File: config.mk
export PLATFORM = sky130hd
export DESIGN_NAME = serial_to_parallel
export DESIGN_NICKNAME = d
export VERILOG_FILES = /design/src/rtl/ser2par_pkg.sv /design/src/rtl/ser2par_out_buf.sv /design/src/rtl/serial_to_parallel.sv
export SDC_FILE = /design/constraint.sdc
export NUM_CORES = 1
export LEC_CHECK = 0
export ABC_CLOCK_PERIOD_IN_PS = 1950
export BUFFER_PORTS_ARGS = -buffer_cell sky130_fd_sc_hd__buf_4
export CAP_MARGIN = 40
export CORE_UTILIZATION = 52
export DETAILED_ROUTE_END_ITERATION = 12
export GPL_TIMING_DRIVEN = 0
export PLACE_DENSITY = 0.75
export REMOVE_ABC_BUFFERS = 1
export SYNTH_ARGS = -nofsm -noshare
export SYNTH_HDL_FRONTEND = slang
export SYNTH_HIERARCHICAL = 1
export SYNTH_SLANG_ARGS = --single-unit
File: constraint.sdc
create_clock -name clk -period 1.95 [get_ports clk]
set_clock_uncertainty 0.2 [all_clocks]
set_input_delay 0.39 -clock clk [delete_from_list [all_inputs] [get_ports clk]]
set_output_delay 0.39 -clock clk [all_outputs]
set_load 0.01 [all_outputs]
File: src/rtl/ser2par_pkg.sv
// Shared types and sizing helpers for the serial-to-parallel deserializer.
// SER2PAR_PARITY_EN adds a trailing even-parity beat to every frame.
package ser2par_pkg;

  typedef enum logic {
    IDLE  = 1'b0,
    SHIFT = 1'b1
  } ser2par_state_e;

  // Beat counter width, with headroom for the optional parity beat.
  function automatic int ser2par_cnt_w(input int data_w);
    return $clog2(data_w + 2);
  endfunction

  function automatic int ser2par_frame_len(input int data_w);
`ifdef SER2PAR_PARITY_EN
    return data_w + 1;
`else
    return data_w;
`endif
  endfunction

endpackage

File: src/rtl/ser2par_out_buf.sv
// One-entry valid/ready holding register for completed words.
// It flags a dropped word with a registered one-cycle overflow pulse.
module ser2par_out_buf
  import ser2par_pkg::*;
#(
  parameter int DATA_W = 4
) (
  input  logic              clk,
  input  logic              reset,
  input  logic              load_i,
  input  logic [DATA_W-1:0] data_i,
  input  logic              ready_i,
  output logic [DATA_W-1:0] data_o,
  output logic              valid_o,
  output logic              overflow_o
);

  logic [DATA_W-1:0] data_d, data_q;
  logic              valid_d, valid_q;
  logic              overflow_d, overflow_q;
  logic              consume;

  assign consume = valid_q & ready_i;

  // NOTE: every always_comb output gets a default first, so no path can infer a latch.
  always_comb begin
    data_d     = data_q;
    valid_d    = valid_q;
    overflow_d = 1'b0;
    if (load_i) begin
      if (!valid_q || consume) begin
        data_d  = data_i;
        valid_d = 1'b1;
      end else begin
        overflow_d = 1'b1;
      end
    end else if (consume) begin
      valid_d = 1'b0;
    end
  end

  // NOTE: sequential state uses non-blocking assignments only, so every flop
  // samples its pre-edge inputs regardless of statement order.
  always_ff @(posedge clk) begin
    if (reset) begin
      data_q     <= '0;
      valid_q    <= 1'b0;
      overflow_q <= 1'b0;
    end else begin
      data_q     <= data_d;
      valid_q    <= valid_d;
      overflow_q <= overflow_d;
    end
  end

  assign data_o     = data_q;
  assign valid_o    = valid_q;
  assign overflow_o = overflow_q;

endmodule

File: src/rtl/serial_to_parallel.sv
// LSB-first deserializer: rebuilds DATA_W-bit words from a valid-framed bit stream.
// Define SER2PAR_PARITY_EN to expect and check a trailing even-parity beat per frame.
module serial_to_parallel
  import ser2par_pkg::*;
#(
  parameter int DATA_W = 4
) (
  input  logic              clk,
  input  logic              reset,
  input  logic              serial_i,
  input  logic              valid_i,
  output logic [DATA_W-1:0] parallel_o,
  output logic              out_valid_o,
  input  logic              out_ready_i,
  output logic              frame_err_o,
  output logic              overflow_o,
  output logic              parity_err_o
);

  localparam int CNT_W     = ser2par_cnt_w(DATA_W);
  localparam int FRAME_LEN = ser2par_frame_len(DATA_W);

  ser2par_state_e    state_d, state_q;
  logic [CNT_W-1:0]  cnt_d, cnt_q;
  logic [DATA_W-1:0] shreg_d, shreg_q;
  logic              frame_err_d, frame_err_q;
  logic              done;
  logic [DATA_W-1:0] word;
`ifdef SER2PAR_PARITY_EN
  logic              parity_err_d, parity_err_q;
`endif

  always_comb begin
    state_d     = state_q;
    cnt_d       = cnt_q;
    shreg_d     = shreg_q;
    frame_err_d = 1'b0;
    done        = 1'b0;
    word        = shreg_q;
`ifdef SER2PAR_PARITY_EN
    parity_err_d = 1'b0;
`else
    word[DATA_W-1] = serial_i;
`endif
    case (state_q)
      IDLE: begin
        if (valid_i) begin
          shreg_d    = '0;
          shreg_d[0] = serial_i;
          cnt_d      = CNT_W'(1);
          state_d    = SHIFT;
        end
      end
      SHIFT: begin
        if (!valid_i) begin
          // Aborted frame: drop the partial word and flag it next cycle.
          shreg_d     = '0;
          cnt_d       = '0;
          state_d     = IDLE;
          frame_err_d = 1'b1;
        end else if (cnt_q == CNT_W'(FRAME_LEN - 1)) begin
          cnt_d   = '0;
          state_d = IDLE;
`ifdef SER2PAR_PARITY_EN
          if ((^shreg_q) == serial_i) done = 1'b1;
          else                        parity_err_d = 1'b1;
`else
          done = 1'b1;
`endif
        end else begin
          for (int i = 0; i < DATA_W; i++) begin
            if (cnt_q == CNT_W'(i)) shreg_d[i] = serial_i;
          end
          cnt_d = cnt_q + CNT_W'(1);
        end
      end
      default: begin
        state_d = IDLE;
        cnt_d   = '0;
      end
    endcase
  end

  always_ff @(posedge clk) begin
    if (reset) begin
      state_q     <= IDLE;
      cnt_q       <= '0;
      shreg_q     <= '0;
      frame_err_q <= 1'b0;
    end else begin
      state_q     <= state_d;
      cnt_q       <= cnt_d;
      shreg_q     <= shreg_d;
      frame_err_q <= frame_err_d;
    end
  end

`ifdef SER2PAR_PARITY_EN
  always_ff @(posedge clk) begin
    if (reset) parity_err_q <= 1'b0;
    else       parity_err_q <= parity_err_d;
  end
  assign parity_err_o = parity_err_q;
`else
  assign parity_err_o = 1'b0;
`endif

  assign frame_err_o = frame_err_q;

  ser2par_out_buf #(
    .DATA_W(DATA_W)
  ) u_out_buf (
    .clk       (clk),
    .reset     (reset),
    .load_i    (done),
    .data_i    (word),
    .ready_i   (out_ready_i),
    .data_o    (parallel_o),
    .valid_o   (out_valid_o),
    .overflow_o(overflow_o)
  );

endmodule
; Word-level counts from Yosys, hierarchy flattened
; Index checks and enable logic that the tools add are counted.
[word_totals]
register_bits = 14
in_bits = 5
elab_cells = 56
output_inout_bits = 8
[classes]
addsub = 1
n_eq_ne = 9
mux = 23
n_reduce_logical = 11
bitwise = 3
[op_table]
columns = op, count
row1 = $mux 3, 6
row2 = $mux 1, 14
row3 = $pmux 3 s2, 2
row4 = $ne 3x2->1 const B, 3
row5 = $reduce_and 3->1, 3
row6 = $eq 3x2->1 const B, 2
row7 = $reduce_and 2->1, 2
row8 = $reduce_or 2->1, 2
row9 = $add 3x1->3 const B, 1
row10 = $eq 3x1->1 const B, 1
row11 = $logic_not 3->1, 1
row12 = $ne 3x3->1 const B, 1
row13 = $ne 2x1->1 const B, 1
row14 = $ne 2x2->1 const B, 1
row15 = $not 1->1, 2
row16 = $pmux 1 s2, 1
row17 = $reduce_bool 2->1, 1
row18 = $and 1x1->1, 1
row19 = $logic_not 1->1, 1
row20 = $logic_or 1x1->1, 1

; Logic depth before layout (Yosys ltp)
[logic_depth]
depth_word = 6
mapped_depth = 5
ltp_nobuf = 5

; Hierarchy
; Netlist, hierarchy kept.
[by_module_without_submodules]
columns = mod, cells_each, area_per_inst_um2, seq_area_each_um2, instances
row1 = serial_to_parallel, 51, 456.7, 160.2, 1
row2 = ser2par_out_buf, 23, 254.0, 120.1, 1

; Worst setup path after synthesis
; OpenSTA, ideal clock, no wires.
[synth_timing]
kind = reg-to-reg
startpoint = reg cnt_q[0]
endpoint = reg u_out_buf.data_q[0], in the netlist u_out_buf/data_o[0]
n_path_buf = 0
required_ns = 1.678
period_less_slack_ns = 1.667
path_stages_with_launch = 6
t_arrival_ns = 1.395
setup_ns = 0.072
slack_ns = 0.283
path_cell_list = dfxtp_1 -> ha_1 -> nor2b_1 -> and3_1 -> a21boi_4 -> mux2i_1
[synth_between]
elab_chain_len = 5
[synth_lines]
columns = element, line
row1 = "start, declared", serial_to_parallel.sv:24  ; logic [CNT_W-1:0] cnt_d, cnt_q;
row2 = "start signal, assigned", serial_to_parallel.sv:92  ; cnt_q <= cnt_d;
row3 = $eq 3x2->1, -
row4 = $mux 1, serial_to_parallel.sv:61  ; end else if (cnt_q == CNT_W'(FRAME_LEN - 1)) begin
row5 = $mux 1, serial_to_parallel.sv:55  ; if (!valid_i) begin
row6 = $mux 1, serial_to_parallel.sv:45  ; case (state_q)
row7 = via done, serial_to_parallel.sv:27  ; logic done;
row8 = $reduce_and 2->1 (no source line), -
row9 = "end signal, assigned", ser2par_out_buf.sv:50  ; data_q <= data_d;
row10 = "end, declared", ser2par_out_buf.sv:18  ; logic [DATA_W-1:0] data_d, data_q;
; The timed path passes the listed nets, and every way through them passes these cells.
; A chain may end at the register's enable or synchronous reset.

; Final worst setup path
[layout_timing]
startpoint = reg cnt_q[1]
endpoint = reg u_out_buf.data_q[0], in the netlist u_out_buf/data_o[0]
; The elaborated chain is that of the path after synthesis.

==> flow_summary.yaml <==
clock_tree:
  clkTransAtPathRegs_ps: 90
  clk_path_buf_depth: 2
  htree_levels: 1
  cts_made_buffers: 3
  cts_setup_buffers: 0
  cts_root_buffer: "clkbuf_4"
  postCtsHoldBufs: 0
  clk_latency_ps: 280
  cts_tree: "yes"
  clkSinkCount: 14
pwr:
  pwr_density_cell_nw_per_um2: 676
  max-vdd-ir-drop_uv: 442
  leakagePower_nw: 0.327
  power_uw: 558
route:
  routed_wl_um: 1200
  routed-via-count: 520
  drtPass1Iterations: 4
  wl_per_cell_um: 12.2
  drtIter0Drc: 9
  viasPerCell: 5.25
  route.detailed.drc: 0
  ant_nets: 0
worst_setup_path:
  critPathRequiredTime_ps: 1970
  critical_path_class: "reg -> reg"
  max_stage_delay_ps: 400
  cpLargestDelayFamily: "flip-flops"
  crit_slowest_cell: "dfxtp_1"
  worstPathMaxFanout: 5
  crit_arrival_ps: 1800
  worstPathCellList: "ha_2, nor2b_2, and3_1, a21boi_4, mux2i_1"
  critPathLaunchType: "register"
  cp-end-kind: "register"
  critPathBufInv: 0
floorplanning:
  die_area_um2: 1520
  coreArea_um2: 1190
  die_w_um: 39.0
  start_util_pct: 59.9
  fp-row-count: 12
  die_y_um: 39.0
  num_io_pins: 13
grt:
  grt_usage_pct: 19.3
  grt_max_degree: 20
  antenna_found_initial: 0
  gr-total-overflow: 0
  grt_pass1_wl_um: 1920
  grt_pass1_vias: 444
hold_path:
  hp-class: "in -> reg"
synthesis:
  synth-main-ff-cell: "dfxtp_1"
  yosysSeqAreaShare_pct: 39.4
  synth_area_um2: 711
  ys_warn_count: 6
  synth_cell_type_count: 25
  syn_area_per_cell_um2: 9.60
  synth-async-reset-ratio_pct: 0
  ys_ff_latch: 14
  synth_edf_count: 0
  syn_inst: 74
sta:
  whs_ps: 187
  rsz0062_at_grt: "false"
  maxSlewViolCount: 0
  max_freq_ghz: 0.562
  fin_crit_ps: 1780
  setup_ws_ps: 169
  hold_viol: 0
  final-setup-viol-count: 0
  fin_crit_sh_pct: 91.3
  tns_ps: 0
placed_design:
  dpl_worst_slack_ps: 87.9
  io_buffers: 11
  hpwlAfterDp_um: 876
  dpl_cell_area_um2: 783
  gp_congestion: 0.774
finish:
  final_common_cell: "dfxtp_1"
  fin_area_um2: 826
  fin_nets: 95
  areaGrowthSynthToFinish_pct: 16.2
  diodes: 0
  drive_gt1_share_pct: 27.1
  fillers: 100
  layout_common_cells: "dfxtp_1 (13), buf_4 (11), nand2b_1 (10)"
flow_run:
  maxCapViolations: 0
run_status:
  status: "finished clean"
## timing repair
item / 4_1_cts / 5_1_grt
resized for setup: 0 / 3
endpoints found under the setup margin: 0 / 4
endpoints found under the hold margin: 0 / 0
## cells in the mapped netlist, drive strengths merged (2+ instances only)
cell type	count	area share, %
nand3	5	3.5
ha	4	7.0
nor3b	2	3.5
nor2	4	2.1
buf	3	3.3
nand4bb	2	3.2
nand2b	10	8.8
dfxtp	14	39
inv	3	1.6
nand3b	2	2.1
a21oi	7	4.9
nor2b	3	2.6
mux2i	5	7.0
and3	2	1.8
## metal layers
layer,vias up,routed length [µm],part of all wire [%],global-route usage (%)
met4,0,0,0,5.17
met3,0,69,5.7,10.4
li1,268,-,-,-
met2,14,575,48,30.8
met5,-,0,0,0
met1,238,559,46,22.1
## kinds of logic (layout without fill, tap and decap cells)
kind of cell,after synthesis,count (layout),synth area share (%)
compound gates,9,9,8.63
other cells,1,1,0.528
flops,14,14,39.4
buf+inv,7,18,5.46
fa+ha+maj,4,4,7.04
mux,5,5,7.04
xor+xnor,1,1,1.23
simple gates,33,33,30.6
## flip-flops by register name, indices dropped and copies added, names as in the netlist
name                  count
u_out_buf/data_o          4
cnt_q                     3
shreg_q                   3
frame_err_o               1
state_q                   1
u_out_buf/overflow_o      1
u_out_buf/valid_o         1
## final timing paths
path                                    start                          endpoint  slack, ps  depth (start not counted)
max                     cnt_q[1]$_SDFFE_PP0P_  u_out_buf/data_o[0]$_SDFFE_PP0P_        170                          5
min                                     reset           shreg_q[2]$_SDFFE_PP0P_        190                          2
max reg2reg             cnt_q[1]$_SDFFE_PP0P_  u_out_buf/data_o[0]$_SDFFE_PP0P_        170                          5
min reg2reg  u_out_buf/data_o[2]$_SDFFE_PP0P_  u_out_buf/data_o[2]$_SDFFE_PP0P_        280                          2
## cell type report
type	count	area [µm²]	share of cell area, %
multi-input combinational	53	397	48.0
sequential	14	282	34.1
timing repair buffer	11	82.6	10.0
clock buffer	4	36.3	4.39
tap	14	17.5	2.12
inverter	3	11.3	1.36
## power by group
group / switching, mW / internal, mW
Sequential: 0.00698 / 0.291
Combinational: 0.0249 / 0.0232
Clock: 0.0978 / 0.114
Total: 0.130 / 0.428
## stage by stage
stage / instances / util [%]
finish: 99 / 69.6
global route: 99 / 69.6
CTS: 99 / 69.1
detailed placement: 95 / 66.0
global placement: 95 / 66.0
floorplan: 70 / -
Power figures use the tool's default switching activity.
